`src/rtl/spi_peripheral_responder.sv`:
```
// ---------------------------------------------------------------------------
// spi_peripheral_responder
// SPI peripheral (slave) for mode 0 (CPOL=0, CPHA=0), MSB first. SCLK, MOSI
// and SS_n are oversampled on clk_clk. Received words are delivered as
// rx_data with a one-cycle rx_valid pulse. Transmit words come from a
// one-entry holding register written through a tx_valid/tx_ready handshake.
//
// Ports
//   clk_clk, reset_reset_n          system clock, async active-low reset
//   spi0_SCLK/MOSI/SS_n             SPI inputs from the master
//   spi0_MISO, spi0_MISO_oe         SPI output data and its output enable
//   tx_data/tx_valid/tx_ready       transmit holding-register write port
//   rx_data/rx_valid                last received word, update pulse
//   tx_underrun                     pulse: word started with hold empty
//   rx_frame_abort                  pulse: SS_n released mid-word
// ---------------------------------------------------------------------------
module spi_peripheral_responder #(
   parameter int unsigned DATA_W      = 8,
   parameter int unsigned SYNC_STAGES = 2
) (
   input  logic              clk_clk,
   input  logic              reset_reset_n,
   input  logic              spi0_SCLK,
   input  logic              spi0_MOSI,
   input  logic              spi0_SS_n,
   output logic              spi0_MISO,
   output logic              spi0_MISO_oe,
   input  logic [DATA_W-1:0] tx_data,
   input  logic              tx_valid,
   output logic              tx_ready,
   output logic [DATA_W-1:0] rx_data,
   output logic              rx_valid,
   output logic              tx_underrun,
   output logic              rx_frame_abort
);

   localparam int unsigned CNT_W = (DATA_W > 2) ? $clog2(DATA_W) : 1;
   localparam logic [CNT_W-1:0] LAST = CNT_W'(DATA_W - 1);

   typedef enum logic {ST_IDLE, ST_ACTIVE} state_t;

   state_t r_state, w_state_nxt;

   logic [SYNC_STAGES-1:0] r_sclk_sync, r_mosi_sync, r_ss_sync;
   logic                   r_sclk_d, r_ss_d;
   logic                   r_started, r_armed;
   logic [CNT_W-1:0]       r_bit_cnt;
   logic [DATA_W-2:0]      r_rx_shift;
   logic [DATA_W-1:0]      r_tx_shift;
   logic [DATA_W-1:0]      r_hold;
   logic                   r_hold_full;

   logic              w_sclk, w_mosi, w_ss;
   logic              w_rise, w_fall, w_ss_fall, w_ss_rise;
   logic              w_active, w_word_done, w_load, w_accept;
   logic [DATA_W-1:0] w_rx_next;

   // Input synchronisers plus one delay flop for edge detection
   always_ff @(posedge clk_clk or negedge reset_reset_n) begin
      if (!reset_reset_n) begin
         r_sclk_sync <= '0;
         r_mosi_sync <= '0;
         r_ss_sync   <= '1;
         r_sclk_d    <= 1'b0;
         r_ss_d      <= 1'b1;
         r_started   <= 1'b0;
         r_armed     <= 1'b0;
      end else begin
         r_sclk_sync <= {r_sclk_sync[SYNC_STAGES-2:0], spi0_SCLK};
         r_mosi_sync <= {r_mosi_sync[SYNC_STAGES-2:0], spi0_MOSI};
         r_ss_sync   <= {r_ss_sync[SYNC_STAGES-2:0], spi0_SS_n};
         r_sclk_d    <= w_sclk;
         r_ss_d      <= w_ss;
         r_started   <= 1'b1;
         // Arm only once a genuine high SS_n sample is seen after reset, so a
         // frame already in progress at reset release is ignored.
         r_armed     <= r_armed | (r_started & r_ss_sync[0]);
      end
   end

   assign w_sclk    = r_sclk_sync[SYNC_STAGES-1];
   assign w_mosi    = r_mosi_sync[SYNC_STAGES-1];
   assign w_ss      = r_ss_sync[SYNC_STAGES-1];
   assign w_rise    = w_sclk & ~r_sclk_d;
   assign w_fall    = ~w_sclk & r_sclk_d;
   assign w_ss_fall = ~w_ss & r_ss_d & r_armed;
   assign w_ss_rise = w_ss & ~r_ss_d;

   assign w_active    = (r_state == ST_ACTIVE);
   assign w_word_done = w_active & w_rise & (r_bit_cnt == LAST);
   // A word finishing together with SS_n release completes but loads nothing
   assign w_load      = (~w_active & w_ss_fall) | (w_word_done & ~w_ss_rise);
   assign w_accept    = tx_valid & ~r_hold_full;
   assign w_rx_next   = {r_rx_shift, w_mosi};
   assign tx_ready    = ~r_hold_full;

   // FSM: state register
   always_ff @(posedge clk_clk or negedge reset_reset_n) begin
      if (!reset_reset_n) r_state <= ST_IDLE;
      else                r_state <= w_state_nxt;
   end

   // FSM: next state
   always_comb begin
      w_state_nxt = r_state;
      case (r_state)
         ST_IDLE:   if (w_ss_fall) w_state_nxt = ST_ACTIVE;
         ST_ACTIVE: if (w_ss_rise) w_state_nxt = ST_IDLE;
         default:   w_state_nxt = ST_IDLE;
      endcase
   end

   // FSM: outputs
   always_comb begin
      spi0_MISO    = 1'b1;
      spi0_MISO_oe = 1'b0;
      if (r_state == ST_ACTIVE) begin
         spi0_MISO    = r_tx_shift[DATA_W-1];
         spi0_MISO_oe = 1'b1;
      end
   end

   // Datapath: holding register, shifters, bit counter, status pulses
   always_ff @(posedge clk_clk or negedge reset_reset_n) begin
      if (!reset_reset_n) begin
         r_hold         <= '0;
         r_hold_full    <= 1'b0;
         r_tx_shift     <= '1;
         r_rx_shift     <= '0;
         r_bit_cnt      <= '0;
         rx_data        <= '0;
         rx_valid       <= 1'b0;
         tx_underrun    <= 1'b0;
         rx_frame_abort <= 1'b0;
      end else begin
         rx_valid       <= 1'b0;
         tx_underrun    <= 1'b0;
         rx_frame_abort <= 1'b0;

         // An accept coinciding with an underrun load stays in hold
         if (w_load && r_hold_full) begin
            r_hold_full <= 1'b0;
         end else if (w_accept) begin
            r_hold      <= tx_data;
            r_hold_full <= 1'b1;
         end

         // Falls at bit_cnt==0 are skipped to keep the freshly loaded MSB
         if (w_active && w_fall && r_bit_cnt != '0)
            r_tx_shift <= {r_tx_shift[DATA_W-2:0], 1'b1};

         if (w_load) begin
            if (r_hold_full) begin
               r_tx_shift <= r_hold;
            end else begin
               r_tx_shift  <= '1;
               tx_underrun <= 1'b1;
            end
         end

         if (!w_active) begin
            if (w_ss_fall) r_bit_cnt <= '0;
         end else if (w_ss_rise) begin
            if (w_word_done) begin
               rx_data  <= w_rx_next;
               rx_valid <= 1'b1;
            end else if (r_bit_cnt != '0) begin
               rx_frame_abort <= 1'b1;
            end
            r_bit_cnt <= '0;
         end else if (w_rise) begin
            if (w_word_done) begin
               rx_data   <= w_rx_next;
               rx_valid  <= 1'b1;
               r_bit_cnt <= '0;
            end else begin
               r_rx_shift <= w_rx_next[DATA_W-2:0];
               r_bit_cnt  <= r_bit_cnt + 1'b1;
            end
         end
      end
   end

endmodule

```
`config.mk`:
```
export PLATFORM = sky130hd
export DESIGN_NAME = spi_peripheral_responder
export DESIGN_NICKNAME = d
export VERILOG_FILES = /design/src/rtl/spi_peripheral_responder.sv
export SDC_FILE = /design/constraint.sdc
export NUM_CORES = 1
export LEC_CHECK = 0
export ABC_AREA = 0
export BUFFER_PORTS_ARGS = -buffer_cell sky130_fd_sc_hd__buf_4
export CORE_MARGIN = 2
export CORE_UTILIZATION = 63
export CTS_BUF_LIST = sky130_fd_sc_hd__clkbuf_8
export DETAILED_ROUTE_END_ITERATION = 12
export GPL_TIMING_DRIVEN = 1
export PLACE_DENSITY_LB_ADDON = 0.25
export SLEW_MARGIN = 20
export SYNTH_ARGS = -nofsm -noshare
export SYNTH_HDL_FRONTEND = slang
export SYNTH_SLANG_ARGS = --single-unit
```
`constraint.sdc`:
```
create_clock -name clk_clk -period 5.1 [get_ports clk_clk]
set_input_delay 0.255 -clock clk_clk [delete_from_list [all_inputs] [get_ports clk_clk]]
set_output_delay 0.255 -clock clk_clk [all_outputs]
set_load 0.01 [all_outputs]
```
==> results.yml, run 1 <==
outcome:
  outcome: "completed"
worst_setup_path:
  startpoint_type: "register"
  cp_common_cell: "ha_1"
  cp_slowest_stage_delay_ns: 0.39
  cp.required_ns: 5.33
  cp_data_arrival_time_ns: 2.20
  crit_path_top_delay_cell: "dfrtp_1"
  crit_type: "register to register"
  cp_cell_sequence: "ha_1 -> ha_1 -> nand4b_4 -> inv_2 -> nand2_1 -> a2bb2oi_1 -> a221o_1"
  cp_top_family: "simple AND/OR/NAND/NOR gates"
  critical_path_buf_inv_count: 1
  cp-end-kind: "register"
  path_max_fanout: 13
global_routing:
  grt_overflow: 0
  grt.total_usage_pct: 20.6
  grt_start_max_net_pins: 50
  grt_pass1_vias: 1217
  grt_pass1_wl_um: 5510
  antenna_found_initial: 0
sta:
  relSlewSlack_pct: 52.0
  worstMarginPinSlew_ns: 0.719
  fin_crit_sh_pct: 38.7
  hold_slack_ns: 0.0507
  fmax_mhz: 507
  slew_violations: 0
  rsz0062_at_grt: "false"
  skew_ns: 0.00585
  min_period_ns: 1.97
  finalSetupViolCount: 0
  hold_viol: 0
  fin_setup_tns_ns: 0
cts:
  cts_tree: "done"
  cts_setup_buffers: 0
  clock_latency_ns: 0.30
  cts_buffer_depth: 2
  numCtsBuffers: 5
  h-tree-depth: 2
  hold_buffers: 1
  clockRootBuffer: "clkbuf_8"
  clk_pin_slew_ns: 0.09
  ctsResizeCount: 0
  cts.sinks: 49
flow_run:
  max_cap_viol_count: 0
detailed_routing:
  drtIter0Drc: 32
  drc: 0
  post_drt_wl_per_cell_um: 14.4
  ant_nets: 0
  vias: 1229
  via_per_inst: 5.51
  drtPass1Iterations: 4
  wl_um: 3210
yosys:
  ys_warn_count: 0
  synth_top_family_by_area: "simple AND/OR/NAND/NOR gates"
  synth-main-ff-cell: "dfrtp_1"
  synth_compound_area_share_pct: 11.5
  synth_fa_ha_area_share_pct: 1.86
  syn_area_um2: 2020
  synth-simple-area-share_pct: 11.8
  synthCells: 150
  syn_nets: 167
  synthDominantCellAreaShare_pct: 47.1
  yosysTopAreaCell: "dfrtp_1"
  syn_avg_cell_area_um2: 13.5
  synth-seq-area-share_pct: 61.4
  synth-edff-count: 0
  ys_ff_latch: 49
  async_reset_ff_share_pct: 100
  synth_mux_area_share_pct: 9.36
  post_synth_main_area_contributors: "dfrtp_1, dfstp_2, mux2_2"
  synth_cell_types: 34
  synthXorXnorAreaFrac_pct: 0
layout:
  finalNonFillerCells: 223
  utilization_pct: 76.7
  antenna_cells: 0
  final_cell_mix: "dfrtp_1, buf_4, nand2_1"
  layout_commonest_cell: "dfrtp_1"
  area_growth_pct: 16.1
  layout-drive-gt1-share_pct: 39.1
  nNetsFinal: 195
floorplanning:
  core_um2: 3050
  start_util_pct: 66.1
  die_h_um: 60.6
  io_pins: 28
  rows: 20
  die_w_um: 60.6
  die-area_um2: 3670
placed_design:
  dp_cells: 214
  gp_congestion: 0.736
  numPortBuffers: 27
  place_hpwl_um: 2220
power:
  power_leakage_nw: 1.12
  peakVddDrop_v: 0.000341
  p_per_area_nw_per_um2: 454
worst_hold_path:
  hold_path_class: "input pin to register"
==> cell type report <==
cell class / count / area [µm²]
Clock buffer: 5 / 68.8
Tap cell: 44 / 55.1
Timing Repair Buffer: 28 / 213
Sequential cell: 49 / 1240
Multi-Input combinational cell: 89 / 701
Fill cell: 209 / 711
Inverter: 5 / 18.8
Clock inverter: 3 / 46.3
==> metrics by stage <==
stage                     setup slack [ns]  instance area, µm²  power, mW
final                                 3.13                2340       1.06
after global routing                  2.94                2340       1.12
after CTS                             3.13                2340       1.07
after floorplan                       3.49                2020      0.728
after global placement                3.24                2220      0.774
after detailed placement              3.13                2220      0.791
==> synthesized netlist by cell type, types with 2 or more instances <==
cell / n
dfrtp_1: 38
nand2_1: 26
mux2_2: 15
dfstp_2: 11
a221o_1: 7
a2bb2oi_1: 7
buf_6: 3
ha_1: 3
inv_1: 3
nor2b_1: 3
o21ai_0: 3
a21o_1: 2
a21oi_1: 2
buf_2: 2
buf_4: 2
mux2i_1: 2
nand2b_1: 2
nand4_1: 2
nor2_1: 2
==> metal layers <==
metal / track usage (%) / routed length (µm) / vias to the layer above
li1: - / - / 582
met1: 26.9 / 1390 / 606
met2: 32.7 / 1640 / 34
met3: 5.33 / 142 / 7
met4: 9.01 / 39 / 0
met5: 0 / 0 / -
==> power breakdown <==
group	internal (mW)	switching [mW]
combinational	0.132	0.0758
clock	0.147	0.130
sequential	0.510	0.0696
total	0.788	0.276
==> path summary, 6_finish.rpt <==
path | from | endpoint | slack [ns] | depth (start not counted)
setup / recovery | r_bit_cnt[0] | r_tx_shift[7] | 3.13 | 7
hold / removal | spi0_SS_n | r_ss_sync[0] | 0.05 | 1
setup reg to reg | r_bit_cnt[0] | r_tx_shift[7] | 3.13 | 7
hold reg to reg | r_mosi_sync[0] | r_mosi_sync[1] | 0.36 | 0
max in group asynchronous | reset_reset_n | r_tx_shift[0] | 4.22 | 2
min in group asynchronous | reset_reset_n | r_bit_cnt[0] | 0.50 | 2
==> logic make-up (layout without fill, tap and decap cells) <==
family	count (synthesis)	after routing
AO/OA/AOI/OAI	27	27
adder cells (fa/ha/maj)	3	3
buffers and inverters	12	41
flip-flops	49	49
multiplexers	17	17
other	1	1
AND/OR/NAND/NOR	41	41
==> state kept, by name, indices dropped and copies added (netlist names), 2 cells and up <==
register,flops
r_hold,8
r_mosi_sync,2
rx_data,8
r_ss_sync,2
r_bit_cnt,3
r_rx_shift,7
r_sclk_sync,2
r_tx_shift,8
==> worst register-to-register path, delay by kind of cell, from the launching register on <==
| family | cells | cell delay [ns] |
|---|---|---|
| simple gates | 2 | 0.55 |
| fa+ha+maj | 2 | 0.41 |
| compound gates | 2 | 0.40 |
| flops | 1 | 0.39 |
| buf+inv | 1 | 0.16 |
Power figures use the tool's default switching activity.
==> inputs of run 2 (changes only) <==
--- a/config.mk
+++ b/config.mk
@@ -8,7 +8,7 @@
 export ABC_AREA = 0
 export BUFFER_PORTS_ARGS = -buffer_cell sky130_fd_sc_hd__buf_4
 export CORE_MARGIN = 2
-export CORE_UTILIZATION = 63
+export CORE_UTILIZATION = 59
 export CTS_BUF_LIST = sky130_fd_sc_hd__clkbuf_8
 export DETAILED_ROUTE_END_ITERATION = 12
 export GPL_TIMING_DRIVEN = 1
==> constraint.sdc (replaced) <==
create_clock -name clk_clk -period 1.87 [get_ports clk_clk]
set_input_delay 0.0935 -clock clk_clk [delete_from_list [all_inputs] [get_ports clk_clk]]
set_output_delay 0.0935 -clock clk_clk [all_outputs]
set_load 0.01 [all_outputs]
==> run 2 against run 1 <==
Effect of this change:
- clock skew decreased by 0.0028 ns
- sequential power increased to 2.7 times the previous value
- routed wire length decreased by 1.2%
- power increased to 2.6 times the previous value
- clock power increased by 120%
- via count decreased by 0.24%
- critical endpoint is now r_tx_shift[6]
- utilization decreased by 5.0 points
- worst setup slack got worse by 3.0 ns
==> results.yml, run 2 (synthesis gave the netlist of run 1 again) <==
floorplanning:
  die_w_um: 62.5
  die-area_um2: 3900
  rows: 21
  die_h_um: 62.5
  start_util_pct: 61.0
  io_pins: 28
  core_um2: 3310
detailed_routing:
  drtPass1Iterations: 4
  ant_nets: 0
  wl_um: 3180
  drc: 0
  post_drt_wl_per_cell_um: 13.7
  via_per_inst: 5.31
  drtIter0Drc: 53
  vias: 1226
layout:
  reg_top3: "r_hold (8), r_tx_shift (8), rx_data (8)"
  antenna_cells: 0
  area_growth_pct: 17.7
  nNetsFinal: 201
  layout_commonest_cell: "dfrtp_1"
  multiInputGateArea_um2: 704
  seq_area_um2: 1240
  n_fill_cell: 249
  layout-drive-gt1-share_pct: 40.5
  final_cell_mix: "dfrtp_1, buf_4, nand2_1"
sta:
  rsz0062_at_grt: "false"
  min_period_ns: 1.71
  slew_violations: 0
  fmax_mhz: 586
  fin_setup_tns_ns: 0
  hold_slack_ns: 0.0267
  fin_crit_sh_pct: 91.2
  finalSetupViolCount: 0
  worstMarginPinSlew_ns: 0.572
  relSlewSlack_pct: 61.9
  hold_viol: 0
  skew_ns: 0.00308
worst_setup_path:
  crit_type: "register to register"
  cp-end-kind: "register"
  crit_path_top_delay_cell: "dfrtp_1"
  cp_cell_sequence: "ha_1 -> ha_1 -> nand4b_4 -> inv_2 -> a211oi_4 -> a221o_1"
  critical_path_buf_inv_count: 1
  cp_slowest_stage_delay_ns: 0.39
  r2r_cells: 6
  cp_data_arrival_time_ns: 1.94
  cp_common_cell: "ha_1"
  cp_top_family: "compound AO/OA/AOI/OAI gates"
  startpoint_type: "register"
  crit_cells: 6
  cp.required_ns: 2.11
  path_max_fanout: 7
cts:
  clk_pin_slew_ns: 0.09
  numCtsBuffers: 5
  cts_buffer_depth: 2
  clockRootBuffer: "clkbuf_8"
  clock_latency_ns: 0.29
  h-tree-depth: 2
  cts_tree: "done"
  cts_setup_buffers: 0
  cts.sinks: 49
outcome:
  outcome: "completed"
global_routing:
  grt_start_max_net_pins: 50
  grt_overflow: 0
  antenna_found_initial: 0
  grt_pass1_wl_um: 5710
  grt_pass1_vias: 1294
  grt.total_usage_pct: 18.3
placed_design:
  place_hpwl_um: 2180
  numPortBuffers: 27
  gp_congestion: 0.798
flow_run:
  max_cap_viol_count: 0
power:
  peakVddDrop_v: 0.000721
  power_leakage_nw: 1.14
  p_per_area_nw_per_um2: 1160
worst_hold_path:
  holdPathStages: 2
  hold_path_class: "input pin to register"
[run 2: cell count changes in the layout (fill, tap and decap cells not counted), sizes merged]
| cell | delta |
|---|---|
| inv | +1 |
| bufinv | -1 |
| dlygate4sd3 | +3 |
| buf | +3 |
[run 2: final timing paths]
kind	startpoint	end	slack [ns]
max in group asynchronous	reset_reset_n	r_tx_shift[7]	1.15
min	tx_data[2]	r_hold[2]	0.03
min reg2reg	r_sclk_sync[0]	r_sclk_sync[1]	0.35
max reg2reg	r_bit_cnt[0]	r_tx_shift[6]	0.16
max	r_bit_cnt[0]	r_tx_shift[6]	0.16
min in group asynchronous	reset_reset_n	rx_data[6]	0.34
[run 2: cell type report]
cell class	count	area share [%]
multi-input cells	89	29.6
clock buffers	5	2.90
repair buffers	34	11.2
clock inverters	3	0.895
well taps	46	2.42
inverters	5	0.790
flip-flops and latches	49	52.2
[run 2: metal layers]
layer / GRT usage, % / share of wire [%] / vias up
met2: 31.3 / 52 / 34
li1: - / - / 595
met3: 5.05 / 4.7 / 6
met4: 6.94 / 1.7 / 0
met5: 0 / 0 / -
met1: 22.1 / 42 / 591
[run 2: what timing repair did]
action | CTS | global route
endpoints found under the hold margin | 41 | 0
hold buffers | 4 | 0
resized for setup | 0 | 2
endpoints found under the setup margin | 0 | 7
[run 2: through the flow]
stage,utilization [%],cell area [µm²],total power [mW],instances,setup WS [ns]
after floorplan,-,2020,1.98,150,0.261
after global placement,67.7,2240,2.12,219,0.177
after detailed placement,67.7,2240,2.17,219,0.0992
after CTS,71.7,2370,2.80,231,0.0507
after global routing,71.8,2380,2.93,231,0.0648
final,71.8,2380,2.77,231,0.164
[run 2: where the power goes]
group          internal [mW]  leakage [nW]  switching (mW)
sequential              1.39         0.593           0.184
clock                  0.266        0.0445           0.348
combinational          0.371         0.504           0.210
total                   2.03          1.14           0.741
==> inputs of run 3 (changes only) <==
--- a/config.mk
+++ b/config.mk
@@ -6,11 +6,11 @@
 export NUM_CORES = 1
 export LEC_CHECK = 0
 export ABC_AREA = 0
-export BUFFER_PORTS_ARGS = -buffer_cell sky130_fd_sc_hd__buf_4
-export CORE_MARGIN = 2
-export CORE_UTILIZATION = 59
+export CORE_MARGIN = 3
+export CORE_UTILIZATION = 65
 export CTS_BUF_LIST = sky130_fd_sc_hd__clkbuf_8
 export DETAILED_ROUTE_END_ITERATION = 12
+export DONT_BUFFER_PORTS = 1
 export GPL_TIMING_DRIVEN = 1
 export PLACE_DENSITY_LB_ADDON = 0.25
 export SLEW_MARGIN = 20
==> constraint.sdc (replaced) <==
create_clock -name clk_clk -period 1.87 [get_ports clk_clk]
set_input_delay 0.0935 -clock clk_clk [delete_from_list [all_inputs] [get_ports clk_clk]]
set_output_delay 0.0935 -clock clk_clk [all_outputs]
set_load 0.1 [all_outputs]
==> run 3 against run 2 <==
Effect of this change:
- non-clock buffer count decreased by 4
- clock skew increased by 0.0086 ns
- first-iteration DRC count decreased by 11%
- via count increased by 2.0%
- critical path depth unchanged
- critical path type unchanged
- largest power group unchanged
==> results.yml, run 3 (synthesis gave the netlist of run 1 again) <==
cts:
  numCtsBuffers: 5
  clock_latency_ns: 0.31
  cts_tree: "done"
  clockRootBuffer: "clkbuf_8"
  cts_buffer_depth: 2
  clk_pin_slew_ns: 0.08
  cts.sinks: 49
  h-tree-depth: 2
layout:
  seq_area_um2: 1240
  final_cell_mix: "dfrtp_1, nand2_1, buf_4"
  multiInputGateArea_um2: 703
  reg_top3: "r_hold (8), r_tx_shift (8), rx_data (8)"
  layout-drive-gt1-share_pct: 33.7
  layout_commonest_cell: "dfrtp_1"
  antenna_cells: 0
  nNetsFinal: 197
  finalNonFillerCells: 212
  n_fill_cell: 156
  area_growth_pct: 16.9
detailed_routing:
  wl_um: 3510
  drc: 0
  vias: 1251
  drtIter0Drc: 47
  post_drt_wl_per_cell_um: 16.5
  drtPass1Iterations: 4
  ant_nets: 0
  via_per_inst: 5.90
worst_setup_path:
  critical_path_buf_inv_count: 1
  startpoint_type: "register"
  cp.required_ns: 2.06
  cp_top_family: "adder cells"
  crit_path_top_delay_cell: "dfrtp_1"
  path_max_fanout: 10
  cp_slowest_stage_delay_ns: 0.40
  crit_type: "register to register"
  cp_cell_sequence: "ha_1 -> ha_1 -> nand4b_4 -> buf_4 -> nand4_4 -> mux2_2"
  cp_data_arrival_time_ns: 1.95
  cp-end-kind: "register"
  cp_common_cell: "ha_1"
global_routing:
  grt_start_max_net_pins: 50
  grt_overflow: 0
  grt_pass1_vias: 1284
  grt_pass1_wl_um: 6000
  grt.total_usage_pct: 22.7
  antenna_found_initial: 0
sta:
  fin_crit_sh_pct: 93.8
  skew_ns: 0.0117
  min_period_ns: 1.75
  hold_viol: 0
  rsz0062_at_grt: "false"
  fmax_mhz: 570
  fin_setup_tns_ns: 0
  slew_violations: 0
  finalSetupViolCount: 0
floorplanning:
  rows: 19
  start_util_pct: 70.7
  die-area_um2: 3810
  core_um2: 2850
  io_pins: 28
  die_h_um: 61.7
  die_w_um: 61.7
power:
  power_leakage_nw: 1.13
  p_per_area_nw_per_um2: 1230
  power_mw: 2.91
  peakVddDrop_v: 0.00118
placed_design:
  numPortBuffers: 0
  dp_cells: 191
  gp_congestion: 0.905
  place_hpwl_um: 2240
flow_run:
  max_cap_viol_count: 0
outcome:
  outcome: "completed"
worst_hold_path:
  hold_path_class: "input pin to register"
## run 3: cell count changes in the layout (fill, tap and decap cells not counted), sizes merged
cell / previous run / this run
buf: 30 / 18
clkinvlp: 1 / 0
dlygate4sd3: 4 / 12
inv: 5 / 6
## run 3: repair_timing
| item | CTS | global route |
|---|---|---|
| endpoints found under the setup margin | 0 | 2 |
| hold buffers | 13 | 0 |
| hold endpoints to repair | 60 | 0 |
| resized for setup | 0 | 1 |
| setup buffers | 0 | 0 |
## run 3: metal layers
metal | vias to the layer above | share of wire, % | GRT usage, %
li1 | 586 | - | -
met1 | 627 | 44 | 29.7
met2 | 30 | 49 | 34.7
met3 | 8 | 4.6 | 7.64
met4 | 0 | 2.2 | 10.0
met5 | - | 0 | 0
## run 3: per-stage QoR
stage | instance area (µm²) | hold slack [ns] | setup slack (ns) | util (%)
after floorplan | 2020 | -0.202 | 0.0817 | -
after global placement | 2130 | -0.201 | 0.191 | 74.6
after detailed placement | 2130 | -0.201 | 0.118 | 74.6
after CTS | 2360 | 0.200 | 0.101 | 82.6
after global routing | 2360 | 0.236 | 0.0143 | 82.7
final | 2360 | 0.216 | 0.116 | 82.7
## run 3: final cells by class
class	count	area share, %
Sequential cell	49	52.6
Multi-Input combinational cell	89	29.8
Timing Repair Buffer	30	11.7
Clock buffer	5	2.92
Tap cell	31	1.64
Inverter	5	0.796
Clock inverter	3	0.531
## run 3: worst register-to-register path: stages, from the launching register on
cell and delay [ns]:
dfrtp_1 0.40, ha_1 0.21, ha_1 0.21, nand4b_4 0.12, buf_4 0.20, nand4_4 0.19, mux2_2 0.32
## run 3: path summary, 6_finish.rpt
path                                     start              to  slack, ns  cells past startpoint
max in group asynchronous        reset_reset_n   r_tx_shift[6]       1.31                      2
worst max-delay path              r_bit_cnt[0]   r_rx_shift[5]       0.12                      6
worst min-delay path                  tx_valid     r_hold_full       0.22                      3
min in group asynchronous        reset_reset_n    r_bit_cnt[2]       0.29                      2
worst max register to register    r_bit_cnt[0]   r_rx_shift[5]       0.12                      6
worst min register to register  r_mosi_sync[0]  r_mosi_sync[1]       0.36                      0
## run 3: report_power, final
group	internal, mW	switching (mW)	total [mW]
sequential	1.39	0.182	1.57
clock	0.252	0.331	0.583
combinational	0.372	0.381	0.753
total	2.01	0.894	2.91
